### config.mk
export PLATFORM = sky130hd
export DESIGN_NAME = sram_controller_flat
export DESIGN_NICKNAME = d
export VERILOG_FILES = /design/src/rtl/sram_controller_pkg.sv /design/src/rtl/sram_controller_if.sv /design/src/rtl/sram_addr_map.sv /design/src/rtl/sram_controller.sv /design/src/flat_wrapper.sv
export SDC_FILE = /design/constraint.sdc
export NUM_CORES = 1
export LEC_CHECK = 0
export CORE_UTILIZATION = 41
export CTS_CLUSTER_SIZE = 25
export DETAILED_ROUTE_END_ITERATION = 10
export MAX_ROUTING_LAYER = met4
export PLACE_DENSITY = 0.86
export SETUP_SLACK_MARGIN = 0.05
export SYNTH_ARGS = -nofsm -noshare
export SYNTH_HDL_FRONTEND = slang
export SYNTH_SLANG_ARGS = --single-unit
### constraint.sdc
create_clock -name clk -period 4.2 [get_ports clk]
set_input_delay 0.42 -clock clk [delete_from_list [all_inputs] [get_ports clk]]
set_output_delay 0.42 -clock clk [all_outputs]
set_load 0.05 [all_outputs]
### src/rtl/sram_controller_pkg.sv
// Shared definitions for the SRAM controller: FSM state encoding, SRAM bus widths
// and the default byte address of SRAM halfword 0.
package sram_defs;

  localparam int unsigned SRAM_AW = 18;
  localparam int unsigned SRAM_DW = 16;
  localparam int unsigned PHASE_W = 4;

  localparam logic [31:0] DEFAULT_BASE_ADDR = 32'd1024;

  typedef enum logic [2:0] {
    IDLE,
    WR_LO,
    WR_HI,
    RD_LO,
    RD_HI,
    DONE
  } sram_state_e;

endpackage

### src/rtl/sram_controller_if.sv
// Bus bundle between the memory stage, the SRAM controller and the external SRAM.
// master: memory stage plus SRAM device side; slave: the controller.
interface sram_controller_if;
  import sram_defs::*;

  // Memory-stage side
  logic               rd_en;
  logic               wr_en;
  logic [31:0]        address;
  logic [31:0]        write_data;
  logic [31:0]        read_data;
  logic               ready;
  logic               addr_err;

  // External SRAM side
  logic [SRAM_AW-1:0] sram_addr;
  logic [SRAM_DW-1:0] sram_dq_out;
  logic [SRAM_DW-1:0] sram_dq_in;
  logic               sram_dq_oe;
  logic               sram_ce_n;
  logic               sram_oe_n;
  logic               sram_we_n;
  logic               sram_ub_n;
  logic               sram_lb_n;

  modport master (
    output rd_en, wr_en, address, write_data, sram_dq_in,
    input  read_data, ready, addr_err, sram_addr, sram_dq_out, sram_dq_oe,
    input  sram_ce_n, sram_oe_n, sram_we_n, sram_ub_n, sram_lb_n
  );

  modport slave (
    input  rd_en, wr_en, address, write_data, sram_dq_in,
    output read_data, ready, addr_err, sram_addr, sram_dq_out, sram_dq_oe,
    output sram_ce_n, sram_oe_n, sram_we_n, sram_ub_n, sram_lb_n
  );

endinterface

### src/rtl/sram_addr_map.sv
// Combinational address translation: byte address -> SRAM halfword-pair index,
// plus the range/alignment verdict used when range checking is built in.
module sram_addr_map
  import sram_defs::*;
#(
  parameter logic [31:0] BASE_ADDR = DEFAULT_BASE_ADDR
) (
  input  logic [31:0]        address,
  output logic [SRAM_AW-2:0] hw_index,
  output logic               addr_ok
);

  logic [31:0] offset;
  logic [1:0]  unused_offset_lsb;

  // Offset, word index and acceptance verdict.
  always_comb begin
    offset   = address - BASE_ADDR;
    hw_index = offset[18:2];
    addr_ok  = (address >= BASE_ADDR) && (offset[31:19] == 13'd0) && (address[1:0] == 2'b00);
  end

  // Byte lanes within a word are always accessed together.
  assign unused_offset_lsb = offset[1:0];

endmodule

### src/rtl/sram_controller.sv
// 32-bit load/store port onto a 16-bit asynchronous SRAM. Each word is moved as a
// low then high halfword phase of ACCESS_CYCLES cycles, followed by one DONE cycle
// in which ready rises. Optional feature: define SRAM_RANGE_CHECK_EN to reject
// out-of-range or misaligned requests with a one-cycle addr_err pulse.
module sram_controller
  import sram_defs::*;
#(
  parameter logic [31:0] BASE_ADDR     = DEFAULT_BASE_ADDR,
  parameter int unsigned ACCESS_CYCLES = 2
) (
  input logic              clk,
  input logic              rst,
  sram_controller_if.slave bus
);

  localparam logic [PHASE_W-1:0] LAST_CNT = PHASE_W'(ACCESS_CYCLES - 1);

  sram_state_e        state_q, state_d;
  logic [PHASE_W-1:0] cnt_q, cnt_d;
  logic [SRAM_DW-1:0] rd_lo_q;
  logic [31:0]        read_data_q;
  logic [SRAM_AW-2:0] hw_index;
  logic               addr_ok;
  logic               reject;
  logic               req;
  logic               last;

  sram_addr_map #(
    .BASE_ADDR(BASE_ADDR)
  ) u_addr_map (
    .address (bus.address),
    .hw_index(hw_index),
    .addr_ok (addr_ok)
  );

  assign req  = bus.rd_en | bus.wr_en;
  assign last = (cnt_q == LAST_CNT);

`ifdef SRAM_RANGE_CHECK_EN
  logic addr_err_q;

  assign reject = !addr_ok;

  // Registered so the pulse lands in the DONE cycle of the rejected request.
  always_ff @(posedge clk) begin
    if (rst) addr_err_q <= 1'b0;
    else     addr_err_q <= (state_q == IDLE) && req && reject;
  end

  assign bus.addr_err = addr_err_q;
`else
  logic unused_addr_ok;

  assign unused_addr_ok = addr_ok;
  assign reject         = 1'b0;
  assign bus.addr_err   = 1'b0;
`endif

  // State, phase counter and read capture registers.
  always_ff @(posedge clk) begin
    if (rst) begin
      state_q     <= IDLE;
      cnt_q       <= '0;
      rd_lo_q     <= '0;
      read_data_q <= '0;
    end else begin
      state_q <= state_d;
      cnt_q   <= cnt_d;
      if (state_q == RD_LO && last) rd_lo_q <= bus.sram_dq_in;
      // The low half is staged so read_data only changes when a whole read completes.
      if (state_q == RD_HI && last) read_data_q <= {bus.sram_dq_in, rd_lo_q};
    end
  end

  // Next state: write wins over read; each phase lasts ACCESS_CYCLES cycles.
  always_comb begin
    state_d = state_q;
    cnt_d   = cnt_q;
    unique case (state_q)
      IDLE: begin
        cnt_d = '0;
        if (req) begin
          if (reject)          state_d = DONE;
          else if (bus.wr_en)  state_d = WR_LO;
          else                 state_d = RD_LO;
        end
      end
      WR_LO, WR_HI, RD_LO, RD_HI: begin
        if (last) begin
          cnt_d = '0;
          unique case (state_q)
            WR_LO:   state_d = WR_HI;
            RD_LO:   state_d = RD_HI;
            default: state_d = DONE;
          endcase
        end else begin
          cnt_d = cnt_q + 1'b1;
        end
      end
      DONE:    state_d = IDLE;
      default: state_d = IDLE;
    endcase
  end

  // SRAM strobes, address and write data decoded from the current state.
  always_comb begin
    bus.sram_ce_n   = 1'b1;
    bus.sram_oe_n   = 1'b1;
    bus.sram_we_n   = 1'b1;
    bus.sram_dq_oe  = 1'b0;
    bus.sram_addr   = '0;
    bus.sram_dq_out = '0;
    unique case (state_q)
      WR_LO: begin
        bus.sram_ce_n   = 1'b0;
        bus.sram_we_n   = 1'b0;
        bus.sram_dq_oe  = 1'b1;
        bus.sram_addr   = {hw_index, 1'b0};
        bus.sram_dq_out = bus.write_data[15:0];
      end
      WR_HI: begin
        bus.sram_ce_n   = 1'b0;
        bus.sram_we_n   = 1'b0;
        bus.sram_dq_oe  = 1'b1;
        bus.sram_addr   = {hw_index, 1'b1};
        bus.sram_dq_out = bus.write_data[31:16];
      end
      RD_LO: begin
        bus.sram_ce_n = 1'b0;
        bus.sram_oe_n = 1'b0;
        bus.sram_addr = {hw_index, 1'b0};
      end
      RD_HI: begin
        bus.sram_ce_n = 1'b0;
        bus.sram_oe_n = 1'b0;
        bus.sram_addr = {hw_index, 1'b1};
      end
      default: begin
      end
    endcase
  end

  // Pipeline handshake and fixed byte-lane enables.
  always_comb begin
    bus.ready     = !req || (state_q == DONE);
    bus.read_data = read_data_q;
    bus.sram_ub_n = 1'b0;
    bus.sram_lb_n = 1'b0;
  end

endmodule

### src/flat_wrapper.sv
// flat-port wrapper written by rule: the top's interface ports become plain ports
module sram_controller_flat import sram_defs::*;
#(
  parameter logic [31:0] BASE_ADDR     = DEFAULT_BASE_ADDR,
  parameter int unsigned ACCESS_CYCLES = 2
)
  (clk, rst, bus_rd_en, bus_wr_en, bus_address, bus_write_data, bus_sram_dq_in, bus_read_data, bus_ready, bus_addr_err, bus_sram_addr, bus_sram_dq_out, bus_sram_dq_oe, bus_sram_ce_n, bus_sram_oe_n, bus_sram_we_n, bus_sram_ub_n, bus_sram_lb_n);
  sram_controller_if bus_i ();
  input logic clk;
  input logic rst;
  input wire logic [$bits(bus_i.rd_en)-1:0] bus_rd_en;
  input wire logic [$bits(bus_i.wr_en)-1:0] bus_wr_en;
  input wire logic [$bits(bus_i.address)-1:0] bus_address;
  input wire logic [$bits(bus_i.write_data)-1:0] bus_write_data;
  input wire logic [$bits(bus_i.sram_dq_in)-1:0] bus_sram_dq_in;
  output wire logic [$bits(bus_i.read_data)-1:0] bus_read_data;
  output wire logic [$bits(bus_i.ready)-1:0] bus_ready;
  output wire logic [$bits(bus_i.addr_err)-1:0] bus_addr_err;
  output wire logic [$bits(bus_i.sram_addr)-1:0] bus_sram_addr;
  output wire logic [$bits(bus_i.sram_dq_out)-1:0] bus_sram_dq_out;
  output wire logic [$bits(bus_i.sram_dq_oe)-1:0] bus_sram_dq_oe;
  output wire logic [$bits(bus_i.sram_ce_n)-1:0] bus_sram_ce_n;
  output wire logic [$bits(bus_i.sram_oe_n)-1:0] bus_sram_oe_n;
  output wire logic [$bits(bus_i.sram_we_n)-1:0] bus_sram_we_n;
  output wire logic [$bits(bus_i.sram_ub_n)-1:0] bus_sram_ub_n;
  output wire logic [$bits(bus_i.sram_lb_n)-1:0] bus_sram_lb_n;
  assign bus_i.rd_en = bus_rd_en;
  assign bus_i.wr_en = bus_wr_en;
  assign bus_i.address = bus_address;
  assign bus_i.write_data = bus_write_data;
  assign bus_i.sram_dq_in = bus_sram_dq_in;
  assign bus_read_data = bus_i.read_data;
  assign bus_ready = bus_i.ready;
  assign bus_addr_err = bus_i.addr_err;
  assign bus_sram_addr = bus_i.sram_addr;
  assign bus_sram_dq_out = bus_i.sram_dq_out;
  assign bus_sram_dq_oe = bus_i.sram_dq_oe;
  assign bus_sram_ce_n = bus_i.sram_ce_n;
  assign bus_sram_oe_n = bus_i.sram_oe_n;
  assign bus_sram_we_n = bus_i.sram_we_n;
  assign bus_sram_ub_n = bus_i.sram_ub_n;
  assign bus_sram_lb_n = bus_i.sram_lb_n;
  sram_controller #(.BASE_ADDR(BASE_ADDR), .ACCESS_CYCLES(ACCESS_CYCLES)) u_core (.clk(clk), .rst(rst), .bus(bus_i));
endmodule
==> results of run 1 <==
registers in the layout (all words and copies together), names as in the netlist:
signal                count
u_core.cnt_q              4
u_core.state_q            3
u_core.bus.read_data     32
u_core.rd_lo_q           16
power by group through the flow:
stage               logic (mW)  clock network [mW]  registers [mW]
global placement         0.669                   0           0.561
detailed placement       0.677                   0           0.562
global route             0.715               0.316           0.553
floorplan                0.454                   0           0.551
finish                   0.680               0.291           0.549
CTS                      0.679               0.293           0.550
final cells by class:
cell class	count	area share [%]
Tap cell	77	2.319
Inverter	5	0.4517
Sequential cell	55	26.50
Clock inverter	2	0.3914
Clock buffer	6	1.746
Timing Repair Buffer	142	33.91
Multi-Input combinational cell	244	34.69
tightest hold or removal path, delay by kind of cell, from the launching register on:
kind,cells,cell delay (ns)
flip-flops,1,0.32
AND/OR/NAND/NOR,1,0.06
AO/OA/AOI/OAI,1,0.05
cells by family (layout without fill, tap and decap cells):
logic type	count (synthesis)	in the layout
flip-flops	55	55
buffers and inverters	43	155
adder cells (fa/ha/maj)	5	5
other	1	3
AND/OR/NAND/NOR	98	98
AO/OA/AOI/OAI	134	134
XOR/XNOR	4	4
through the flow:
step | utilization, % | power (mW) | cell area [um2] | hold WS, ns | std cells
6_report | 65.44 | 1.520 | 4155 | 0.4674 | 531
5_1_grt | 65.44 | 1.584 | 4155 | 0.4758 | 531
4_1_cts | 65.44 | 1.522 | 4155 | 0.4718 | 531
3_5_place_dp | 64.04 | 1.239 | 4066 | 0.4518 | 523
3_3_place_gp | 64.04 | 1.229 | 4066 | 0.4478 | 523
2_1_floorplan | - | 1.005 | 2718 | 0.4403 | 342
final timing paths:
check                     from                       end  slack, ns  cells after the start
max          u_core.state_q[1]         bus_sram_addr[16]       0.62                      4
min          u_core.rd_lo_q[3]   u_core.bus.read_data[3]       0.47                      2
max reg2reg  u_core.state_q[2]  u_core.bus.read_data[25]       2.13                      3
min reg2reg  u_core.rd_lo_q[3]   u_core.bus.read_data[3]       0.47                      2
routing by layer:
metal,wire (um),track usage (%)
met1,3564,31.86
met2,4264,39.79
met3,521,3.579
met4,167,7.053
met5,0,-
placed cells by master (no fill, tap or decap), types with 2 or more instances in the layout:
cell type        instances
clkbuf_8                 5
nor2_1                  12
inv_1                    5
or3b_1                   2
ha_1                     3
o21ai_1                  3
o21ai_0                 49
o41ai_1                  2
xnor2_1                  4
dfxtp_1                 55
and3_1                   9
conb_1                   3
clkdlybuf4s50_1        138
nand2_1                  4
buf_4                    3
or2_2                    2
or3_1                    5
a21oi_1                 53
nor3b_2                  3
a22o_1                  16
nand3_1                 51
nand3b_1                 2
a41oi_1                  2
a211oi_1                 2
maj3_1                   2
==> results.sh, run 1 <==
export IMPL_status="finished, final reports clean"
export IMPL_ys_top_cells_by_count="dfxtp_1 (55), a21oi_1 (53), nand3_1 (51), o21ai_0 (49), clkbuf_1 (25)"
export IMPL_nFillCells=535
export IMPL_die_w_um=83.30
export IMPL_cts_made_buffers=5
export IMPL_max_stage_delay_ns=0.85
export IMPL_synth_largest_area_cell="dfxtp_1"
export IMPL_vias=3050
export IMPL_grt_pass1_vias=2731
export IMPL_yosys_warnings=0
export IMPL_crit_fanout=15
export IMPL_finalCriticalPeriod_ns=3.575
export IMPL_fin_crit_sh_pct=85.12
export IMPL_cp_cell_sequence="o21ai_0, nand2_1, a21oi_1, clkdlybuf4s50_1"
export IMPL_wirelength_mm=8.518
export IMPL_peakVddDrop_mv=0.2458
export IMPL_clk_pin_slew_ns=0.10
export IMPL_hold_viol=0
export IMPL_dp_slack_ns=0.8626
export IMPL_portBuffers=139
export IMPL_cts_max_level=2
export IMPL_syn2layout_area_growth_pct=53.32
export IMPL_tightest_slew_ns=1.108
export IMPL_synth_sequential_area_ratio_pct=40.63
export IMPL_drtPass1Iterations=4
export IMPL_postSynthAreaPerCell_um2=7.971
export IMPL_synthCells=340
export IMPL_initial_utilization_pct=42.68
export IMPL_grt_usage_pct=24.53
export IMPL_clockBufferDepth=2
export IMPL_grt_first_pass_wirelength_mm=13.61
export IMPL_io_pins=158
export IMPL_synth_xor_area_share_pct=1.293
export IMPL_die_area_mm2=0.006939
export IMPL_finalSetupViolations=0
export IMPL_drc_errors=0
export IMPL_clock_fmax_mhz=279.7
export IMPL_diodes=0
export IMPL_cp_slowest_cell="o21ai_0"
export IMPL_crit_type="flop to output port"
export IMPL_mappedNetlistArea_mm2=0.002710
export IMPL_synth_compound_area_share_pct=28.53
export IMPL_cts_setup_buffers=0
export IMPL_synth_top_family_by_area="compound AO/OA/AOI/OAI gates"
export IMPL_wire_per_inst_um=16.04
export IMPL_synth_mux_area_share_pct=0
export IMPL_async_flop_share_pct=0
export IMPL_synth_most_common_cell="dfxtp_1"
export IMPL_grt_max_degree=56
export IMPL_first_iter_violations=251
export IMPL_ys_seq_elements=55
export IMPL_p_int_mw=0.8876
export IMPL_multiInputGateArea_mm2=0.001441
export IMPL_root_buffer="clkbuf_8"
export IMPL_clockPowerShare_pct=19.1
export IMPL_postCtsResizedCells=0
export IMPL_p_leak_nw=1.391
export IMPL_drv_cap=0
export IMPL_clk_insertion_delay_late_ns=0.31
export IMPL_seq_area_mm2=0.001101
export IMPL_clock_sinks=55
export IMPL_cp_arrival_ns=3.16
export IMPL_p_sw_share_pct=41.61
export IMPL_power_switching_mw=0.6326
export IMPL_die_h_um=83.30
export IMPL_routabilityCongestion=0.8297
export IMPL_cts_tree="built"
export IMPL_ys_flop_type="dfxtp_1"
export IMPL_worst_setup_path_start_kind="flop"
export IMPL_critPathCaptureType="output port"
export IMPL_hold_path_class="flop to flop"
export IMPL_p_seq_share_pct=36.1
export IMPL_fin_setup_tns_ns=0
export IMPL_grt_overflow=0
export IMPL_vias_per_cell=5.744
export IMPL_detail_route_antenna_nets=0
export IMPL_synth_distinct_cells=40
export IMPL_pwr_share_comb_pct=44.7
export IMPL_crit_family="compound AO/OA/AOI/OAI gates"
export IMPL_hold_buffers=0
export IMPL_slew_violations=0
export IMPL_power_density_mw_per_mm2=365.9
export IMPL_synthAdderAreaFrac_pct=2.124
export IMPL_netlist_area_leader_share_pct=40.63
export IMPL_row_count=29
export IMPL_skew_ns=0.007143
export IMPL_path_buf_inv=1
export IMPL_synth_edff_count=0
export IMPL_rsz0062_at_grt="false"
export IMPL_synthTopCellsByArea="dfxtp_1 (41%), a21oi_1 (9.8%), nand3_1 (9.4%)"
export IMPL_final_nets=540
export IMPL_coreArea_mm2=0.006350
export IMPL_slew_headroom_pct=25.81
export IMPL_antenna_found_initial=0
export IMPL_hpwl_mm=5.975
export IMPL_timing_final_ws_setup_ns=0.6249
export IMPL_yosys_area_share_simple_pct=20.41
export IMPL_final_layout_size_suffix_gt1_share_pct=4.185
export IMPL_cp_required_ns=3.78
Power figures use the tool's default switching activity.
==> inputs of run 2 (changes only) <==
Settings changed: CORE_MARGIN from default to 1.5, CORE_UTILIZATION 41 to 60, DONT_BUFFER_PORTS from default to 1, PLACE_DENSITY 0.86 to 0.76.
==> run 2 against run 1 <==
  * Utilization down 0.98 points
  * Final area shrank 32%
  * Critical path depth down 1
  * Largest cell class unchanged
  * Highest routed layer unchanged
==> results.sh, run 2 (synthesis gave the netlist of run 1 again) <==
export IMPL_status="finished, final reports clean"
export IMPL_finalSetupViolations=0
export IMPL_postCtsResizedCells=0
export IMPL_die_area_mm2=0.004929
export IMPL_wire_per_inst_um=16.92
export IMPL_final_layout_size_suffix_gt1_share_pct=8.333
export IMPL_hold_viol=0
export IMPL_p_int_mw=0.7450
export IMPL_cp_cell_sequence="o21ai_0, nand2_1, a21oi_2"
export IMPL_coreArea_mm2=0.004354
export IMPL_first_iter_violations=309
export IMPL_cp_arrival_ns=2.94
export IMPL_die_w_um=70.21
export IMPL_holdPathStages=1
export IMPL_p_seq_share_pct=41.4
export IMPL_syn2layout_area_growth_pct=3.555
export IMPL_hold_path_class="input port to flop"
export IMPL_dp_cells=368
export IMPL_finalInstanceArea_mm2=0.002806
export IMPL_path_depth=3
export IMPL_hold_buffers=0
export IMPL_row_count=24
export IMPL_wirelength_mm=6.361
export IMPL_crit_type="flop to output port"
export IMPL_critPathCaptureType="output port"
export IMPL_p_sw_share_pct=43.98
export IMPL_cts_tree="built"
export IMPL_largest_reg_flops=32
export IMPL_clockPowerShare_pct=21.8
export IMPL_hold_slack_ns=0.1759
export IMPL_layout_commonest_cell="dfxtp_1"
export IMPL_dp_slack_ns=1.183
export IMPL_slew_violations=0
export IMPL_power_switching_mw=0.5848
export IMPL_timing_final_ws_setup_ns=0.8364
export IMPL_crit_fanout=15
export IMPL_reg2reg_depth=3
export IMPL_cts_setup_buffers=0
export IMPL_clock_fmax_mhz=297.3
export IMPL_fin_crit_sh_pct=80.09
export IMPL_portBuffers=0
export IMPL_io_pins=158
export IMPL_post_route_util_pct=64.45
export IMPL_total_power_mw=1.330
export IMPL_path_buf_inv=0
export IMPL_clock_sinks=55
export IMPL_final_nets=410
export IMPL_drtPass1Iterations=4
export IMPL_grt_max_degree=56
export IMPL_cp_required_ns=3.78
export IMPL_finalCriticalPeriod_ns=3.364
export IMPL_initial_utilization_pct=62.24
export IMPL_root_buffer="clkbuf_8"
export IMPL_stdcell_count=376
export IMPL_tightest_slew_ns=0.9791
export IMPL_clk_insertion_delay_late_ns=0.31
export IMPL_drv_cap=0
export IMPL_grt_first_pass_wirelength_mm=9.915
export IMPL_slew_headroom_pct=34.72
export IMPL_vias_per_cell=6.545
export IMPL_power_density_mw_per_mm2=473.8
export IMPL_cts_max_level=2
export IMPL_crit_family="compound AO/OA/AOI/OAI gates"
export IMPL_diodes=0
export IMPL_grt_overflow=0
export IMPL_rsz0062_at_grt="false"
export IMPL_clk_pin_slew_ns=0.10
export IMPL_skew_ns=0.008914
export IMPL_hpwl_mm=4.178
export IMPL_worst_setup_path_start_kind="flop"
export IMPL_die_h_um=70.21
export IMPL_grt_pass1_vias=2111
export IMPL_max_stage_delay_ns=0.76
export IMPL_cp_slowest_cell="o21ai_0"
export IMPL_peakVddDrop_mv=0.3301
export IMPL_cts_made_buffers=5
export IMPL_fin_setup_tns_ns=0
export IMPL_detail_route_antenna_nets=0
export IMPL_vias=2461
export IMPL_antenna_found_initial=0
export IMPL_clockBufferDepth=2
export IMPL_placed_cell_area_mm2=0.002716
export IMPL_pwr_share_comb_pct=36.8
export IMPL_routabilityCongestion=0.7905
export IMPL_p_leak_nw=0.9248
export IMPL_final_cell_mix="dfxtp_1 (55), a21oi_1 (53), nand3_1 (51)"
export IMPL_grt_usage_pct=25.21
export IMPL_drc_errors=0
run 2: cell type report:
class                      instances  area [um2]
sequential                        55        1101
clock inverter                     2       17.52
multi-input combinational        244        1441
inverter                           5       18.77
fill                             380        1548
tap                               52       65.06
timing repair buffer              12       90.09
clock buffer                       6       72.57
run 2: power by group through the flow:
stage | Combinational [mW] | Sequential [mW] | Clock [mW]
finish | 0.489 | 0.551 | 0.290
global route | 0.514 | 0.554 | 0.318
CTS | 0.489 | 0.551 | 0.296
detailed placement | 0.488 | 0.563 | 0
global placement | 0.485 | 0.563 | 0
floorplan | 0.454 | 0.551 | 0
run 2: path summary, 6_finish.rpt:
path / startpoint / slack, ns / end
min: rst / 0.18 / u_core.bus.read_data[11]
min reg2reg: u_core.rd_lo_q[8] / 0.46 / u_core.bus.read_data[8]
max: u_core.state_q[1] / 0.84 / bus_sram_addr[17]
max reg2reg: u_core.state_q[2] / 2.22 / u_core.bus.read_data[28]
run 2: per-layer routing:
layer,part of all wire (%),vias up,GRT usage [%]
li1,-,1207,-
met1,45,1155,32.97
met2,48,91,39.79
met3,5.9,8,5.339
met4,1.2,0,7.051
met5,0,-,-
